==> src/rtl/seq_comparator.sv <==
// Slice-serial magnitude comparator: compares A and B SLICE bits per cycle, MSB slice first.
// Define SEQ_COMPARATOR_EARLY_EXIT_EN to finish as soon as the deciding slice is found.
module seq_comparator #(
   parameter int WIDTH  = 16,
   parameter int SLICE  = 4,
   parameter int SIGNED = 0
) (
   input  logic             clk,
   input  logic             rst_n,
   input  logic             start,
   input  logic [WIDTH-1:0] A,
   input  logic [WIDTH-1:0] B,
   output logic             busy,
   output logic             done,
   output logic             Gt,
   output logic             Eq,
   output logic             Lt,
   output logic [1:0]       state_dbg
);

   localparam int N  = WIDTH / SLICE;
   localparam int IW = (N > 1) ? $clog2(N) : 1;
   // Flipping both sign bits maps two's-complement order onto unsigned order.
   localparam logic [WIDTH-1:0] SIGN_MASK = (SIGNED != 0) ? {1'b1, {(WIDTH-1){1'b0}}} : '0;

   typedef enum logic [1:0] {
      IDLE = 2'd0,
      RUN  = 2'd1,
      DONE = 2'd2
   } state_t;

   state_t            state, state_n;
   logic [WIDTH-1:0]  a_r, b_r;
   logic [IW-1:0]     idx;
   logic              dec_gt, dec_lt;
   logic [SLICE-1:0]  slice_a, slice_b;
   logic              slice_gt, slice_lt, decided, last, accept;
   logic              fin_gt, fin_lt;

   assign slice_a  = a_r[32'(idx)*SLICE +: SLICE];
   assign slice_b  = b_r[32'(idx)*SLICE +: SLICE];
   assign slice_gt = slice_a > slice_b;
   assign slice_lt = slice_a < slice_b;
   assign decided  = dec_gt | dec_lt;
   assign last     = (idx == '0);
   assign accept   = start && (state != RUN);
   assign fin_gt   = decided ? dec_gt : slice_gt;
   assign fin_lt   = decided ? dec_lt : slice_lt;

   assign busy      = (state == RUN);
   assign done      = (state == DONE);
   assign state_dbg = state;

   always_ff @(posedge clk or negedge rst_n) begin
      if (!rst_n) state <= IDLE;
      else        state <= state_n;
   end

   always_comb begin
      state_n = state;
      case (state)
         IDLE: if (start) state_n = RUN;
         RUN: begin
`ifdef SEQ_COMPARATOR_EARLY_EXIT_EN
            if (last || slice_gt || slice_lt) state_n = DONE;
`else
            if (last) state_n = DONE;
`endif
         end
         DONE:    state_n = start ? RUN : IDLE;
         default: state_n = IDLE;
      endcase
   end

   always_ff @(posedge clk or negedge rst_n) begin
      if (!rst_n) begin
         a_r    <= '0;
         b_r    <= '0;
         idx    <= '0;
         dec_gt <= 1'b0;
         dec_lt <= 1'b0;
         Gt     <= 1'b0;
         Eq     <= 1'b0;
         Lt     <= 1'b0;
      end else if (accept) begin
         a_r    <= A ^ SIGN_MASK;
         b_r    <= B ^ SIGN_MASK;
         idx    <= IW'(N - 1);
         dec_gt <= 1'b0;
         dec_lt <= 1'b0;
         Gt     <= 1'b0;
         Eq     <= 1'b0;
         Lt     <= 1'b0;
      end else if (state == RUN) begin
         idx <= idx - 1'b1;
         // Only the first differing slice may set the decision.
         if (!decided) begin
            dec_gt <= slice_gt;
            dec_lt <= slice_lt;
         end
         if (state_n == DONE) begin
            Gt <= fin_gt;
            Lt <= fin_lt;
            Eq <= !(fin_gt || fin_lt);
         end
      end
   end

endmodule

==> config.mk <==
export PLATFORM = sky130hd
export DESIGN_NAME = seq_comparator
export DESIGN_NICKNAME = d
export VERILOG_FILES = /design/src/rtl/seq_comparator.sv
export SDC_FILE = /design/constraint.sdc
export NUM_CORES = 1
export LEC_CHECK = 0
export CAP_MARGIN = 20
export CORE_MARGIN = 2
export CORE_UTILIZATION = 49
export DETAILED_ROUTE_END_ITERATION = 8
export GPL_TIMING_DRIVEN = 1
export PLACE_DENSITY = 0.78
export REMOVE_ABC_BUFFERS = 1
export SLEW_MARGIN = 20
export SYNTH_ARGS = -nofsm -noshare
export SYNTH_HDL_FRONTEND = slang
export SYNTH_SLANG_ARGS = --single-unit
==> constraint.sdc <==
create_clock -name clk -period 2.5 [get_ports clk]
set_input_delay 0.375 -clock clk [delete_from_list [all_inputs] [get_ports clk]]
set_output_delay 0.375 -clock clk [all_outputs]
set_load 0.1 [all_outputs]
Yosys cells after proc, flatten, opt, wreduce, memory -nomap -nowiden
Cells that the tools add are included.
- register bits after elaboration: 41
- input port bits: 35
- output and inout port bits: 7
- logic and storage cells: 48
- add/sub/neg operators: 1
- magnitude comparators: 2
- equal/unequal tests: 4
- shifts and indexed selects: 2
- multiplexer cells: 21
- bitwise operators: 1
- reduce and logical (&&, ||, !) cells: 8
- operators by type and width (kind ; count):
    indexed part select 16 x 5 -> 4 bit ; 2
    two-way mux 1 bit ; 16
    two-way mux 2 bit ; 4
    case mux 2 bit (3 select lines) ; 1
    == test 2 bit (second input constant) ; 2
    > comparator 4 bit ; 1
    zero test 2 bit ; 2
    < comparator 4 bit ; 1
    nonzero test 2 bit ; 2
    == test 2 x 1 -> 1 bit (second input constant) ; 1
    != test 2 x 1 -> 1 bit (second input constant) ; 1
    AND reduction 2 bit ; 1
    subtractor 2 x 1 -> 2 bit (second input constant) ; 1
    logical AND 1 bit ; 1
    zero test 1 bit ; 1
    logical OR 1 bit ; 1
    bitwise OR 1 bit ; 1

Depth between registers and ports, before layout
- depth in word-level cells: 8
- mapped depth: 8

Worst setup path before layout
Ideal clock, no wire load.
- path type: reg2reg
- start point: reg state[0] (netlist: state_dbg[0])
- end point: reg Eq
- arrival time: 2.205 ns
- required time: 2.424 ns
- path slack: 0.219 ns
- cell stages (with the launch flop): 6
- buffers on the path: 0
- period minus slack after synthesis: 2.281 ns
- path through: dfrtp_1 -> nand2b_4 -> inv_2 -> nand2_4 -> or4_1 -> o21ai_1
- cells in the longest elaborated chain, start to end: 5
- elaborated cells on any way between the ends: 13
- classes of those cells: 4 x eq/ne; 4 x mux; 5 x reduce/logical
- RTL lines (item ; line ; source):
    from (decl) ; 32 ; state_t state, state_n;
    from (signal assigned) ; 56 ; else state <= state_n;
    == test 2 x 1 -> 1 bit (*) ; n/a ;
    via busy ; 13 ; output logic busy,
    case mux 2 bit (3 select lines) ; 61 ; case (state)
    == test 2 bit ; 101 ; if (state_n == DONE) begin
    nonzero test 2 bit (no line) ; n/a ;
    AND reduction 2 bit (no line) (*) ; n/a ;
    to (signal assigned) ; 104 ; Eq <= !(fin_gt || fin_lt);
    to (decl) ; 16 ; output logic Eq,
The timed path passes the listed nets; every way through them passes the cells marked *.
A chain may end at the register's enable or synchronous reset.

Worst setup path after layout
- start point: reg idx[0]
- end point: reg Gt
- cells in the longest elaborated chain, start to end: 6
- elaborated cells on any way between the ends: 13
- classes of those cells: 1 x order compare; 1 x eq/ne; 2 x shift; 6 x mux; 3 x reduce/logical
- RTL lines (item ; line ; source):
    from (decl) ; 34 ; logic [IW-1:0] idx;
    from (signal assigned) ; 88 ; idx <= IW'(N - 1);
    from (signal assigned) ; 95 ; idx <= idx - 1'b1;
    indexed part select 16 x 5 -> 4 bit (tied with other cells) ; 40 ; assign slice_a = a_r[32'(idx)*SLICE +: SLICE];
    > comparator 4 bit / two-way mux 2 bit (equally long branches) ; 42, 67 ;
    two-way mux 1 bit / case mux 2 bit (3 select lines) (equally long branches) ; n/a ;
    two-way mux 1 bit / == test 2 bit (equally long branches) ; 101 ;
    two-way mux 1 bit / nonzero test 2 bit (equally long branches) ; n/a ;
    two-way mux 1 bit / AND reduction 2 bit (equally long branches) ; n/a ;
    to (signal assigned) ; 102 ; Gt <= fin_gt;
    to (decl) ; 15 ; output logic Gt,
Parallel ways exist; a longest one is shown, timed or not. The select of a mux whose other input is x is not followed.

==> results.md <==
- Die Y: 65.77 um
- Worst r2r dst: Gt
- Final setup violation count: 0
- Initial Util: 51.06%
- Die Area: 0.004325 mm^2
- GRT Total Usage: about 18%
- Yosys cell types: 26
- # fillers: 276
- Synth area leaders: dfrtp_1, mux2_2, mux4_2
- Final Cycle Share: between 80 and 90%
- FF-to-FF setup slack: approximately 0.33 ns
- TritonCTS Buffers: 5
- Synth warnings: 0
- Worst path required time: about 2.7 ns
- Mapped Cells: 131
- Worst R2R Path Depth: 5
- PD cells: 1370 mW/mm^2
- H-tree levels: 2
- Crit path largest cell delay: 0.56 ns
- Largest net degree at the start of global routing: 42
- Post-cts resize count: 0
- IO Count: 42
- Initial antenna violation count: 0
- CP max FO: 11
- Status: finished clean
- Hold buffer count at cts: 0
- Vias: 1180
- Avg Cell Area, Syn: 14.27 um^2
- FF+latch count, synth: 41
- DRT Wirelength: roughly 3200 um
- Multiplexer share of the synthesized area: 28.92%
- RSZ-0062 raised after global routing: false
- Clk slew on worst S/H paths: approximately 0.07 ns
- Sequential area share after synthesis: between 50% and 60%
- Avg WL per Cell: around 14 um
- Hold_ws: approximately 0.20 ns
- HPWL after DPL: 2482 um
- Critical Path Source Type: flop
- Peak supply drop: roughly 660 uV
- P_leak: around 1.1 nW
- # rows: 22
- Area leader, netlist: dfrtp_1
- Register area: ~0.001 mm^2
- Placeable Area: 0.003661 mm^2
- Clk root buf: clkbuf_8
- Simple-gate share of the synthesized area: ~4.8%
- Fin crit period: about 2.2 ns
- Max-cap viol count: 0
- Gp weighted congestion: 0.8797
- Area of the multi-input gates: slightly below 800 um^2
- Synth Area in Compound Gates: under 10%
- CP arrival: roughly 2.3 ns
- First-pass GRT wire length: ~5600 um
- Layout area overhead: 28.45%
- Launch point of the worst reg-to-reg path: idx[0]
- IO buf count: between 40 and 50
- Vias in the first global route: roughly 1200
- Largest family of logic cells by synthesized area: multiplexers
- NumNets Final: about 220
- Layout cells sized above 1: between 30% and 40%
- CTS tree: built
- Post-Synth XOR/XNOR Area: 0%
- Skew-Pair Late Insertion Delay: just under 0.3 ns
- TritonRoute pass-1 iters: 4
- Initial DRC Count: between 60 and 70
- Postcts setup bufs: 0
- Slew Limit Fails: 0
- Synthesized cell area: 0.001869 mm^2
- Critical path start-end classification: flop to flop
- CTS Buffer Depth: 2
- Final Hold Fails: 0
- Max frequency: 460.5 MHz
- Post-synthesis adder-cell area fraction: between 3 and 4%
- Via-per-instance ratio: between 5 and 6
- Core Util, Final: about 66%
- Bufs and invs on worst path: 0
- Overflow after GRT: 0
- Least-Margin Pin Slew: around 0.9 ns
- Die width: about 66 um
- Antenna cells: 0
- Fin Setup TNS: 0 ns
- Crit path max-delay family: compound AO/OA/AOI/OAI gates
- Slowest-stage cell, CP: dfrtp_2
- Clk sinks: approximately 40
- Slew Limit Headroom: around two fifths
- Power after layout: ~3.3 mW
- Top cell type's share of synthesized area: ~55%
- CP Cell Sequence: mux4_2, ha_1, a211oi_1, o21a_1, o31ai_1
- Setup crit end kind: flop
- Worst hold path class: input pin to async pin
- DRC viols: 0
- Skew final: between 0.007 and 0.008 ns
- DRT antenna net count: 0
[state kept, by name, summed over array words and instances (netlist names)]
name,flops
Gt,1
Lt,1
dec_gt,1
state_dbg,2
idx,2
a_r,16
b_r,16
dec_lt,1
Eq,1
[logic make-up (layout without fill, tap and decap cells)]
group | count (synthesis) | count (layout)
mux | 40 | 40
buf+inv | 16 | 60
compound gates | 15 | 15
flops | 41 | 41
fa+ha+maj | 5 | 5
simple gates | 14 | 14
[per-stage QoR]
stage	area, um^2	setup WS, ns	cells
2_1_floorplan	1846	0.2188	126
3_3_place_gp	2313	0.1981	216
3_5_place_dp	2313	0.1502	216
4_1_cts	2400	0.1305	223
5_1_grt	2401	0.1763	223
6_report	2401	0.3283	223
[synth_stat cells (all sizes together)]
master and number:
a21oi 4, nand3 2, and2b 1, nor3 2, nand2 5, mux2 32, a211oi 1, nand4 1
mux4 8, inv 11, o21ai 6, buf 4, nor2 1, ha 5, nand2b 1, a31oi 1
o21a 1, a21boi 1, clkbuf 1, dfrtp 41, or4 1, o31ai 1
[worst register-to-register path: cells and delay by family, from the launching register on]
kind / cells / cell delay (ns)
compound gates: 3 / 0.59
fa+ha+maj: 1 / 0.34
flops: 1 / 0.56
mux: 1 / 0.55
[placed cells by master, fill, tap and decap left out, drive strengths merged, types with 2 or more instances in the layout]
cell type      instances
a21oi                  4
buf                    9
clkbuf                 7
clkdlybuf4s50         33
dfrtp                 41
ha                     5
inv                   11
mux2                  32
mux4                   8
nand2                  5
nand3                  2
nor3                   2
o21ai                  6
[per-layer routing]
layer	up-vias	wire [um]	track usage [%]
li1	555	-	-
met2	33	1647	28.41
met5	-	0	0
met1	586	1369	22.35
met4	0	57	8.073
met3	6	157	4.110
[how the worst max path moves through the flow]
stage                       from  endpoint  slack (ns)  depth (start not counted)
floorplan           state_dbg[0]        Eq        0.22                          5
global placement          idx[0]        Eq        0.20                          5
detailed placement        idx[0]        Lt        0.15                          5
CTS                       idx[0]        Lt        0.13                          5
global route              idx[0]    dec_lt        0.18                          5
finish                    idx[0]        Gt        0.33                          5
[cell type report]
type	count	share of cell area (%)
repair buffers	42	16.99
inverters	11	1.720
well taps	48	2.501
clock buffers	7	3.596
multi-input cells	74	32.41
flip-flops and latches	41	42.78
[power breakdown]
group	switching (mW)	internal [mW]
sequential	0.236	0.990
clock	0.208	0.219
combinational	0.837	0.798
total	1.28	2.01
No activity file was read; power rests on OpenSTA's default activity.
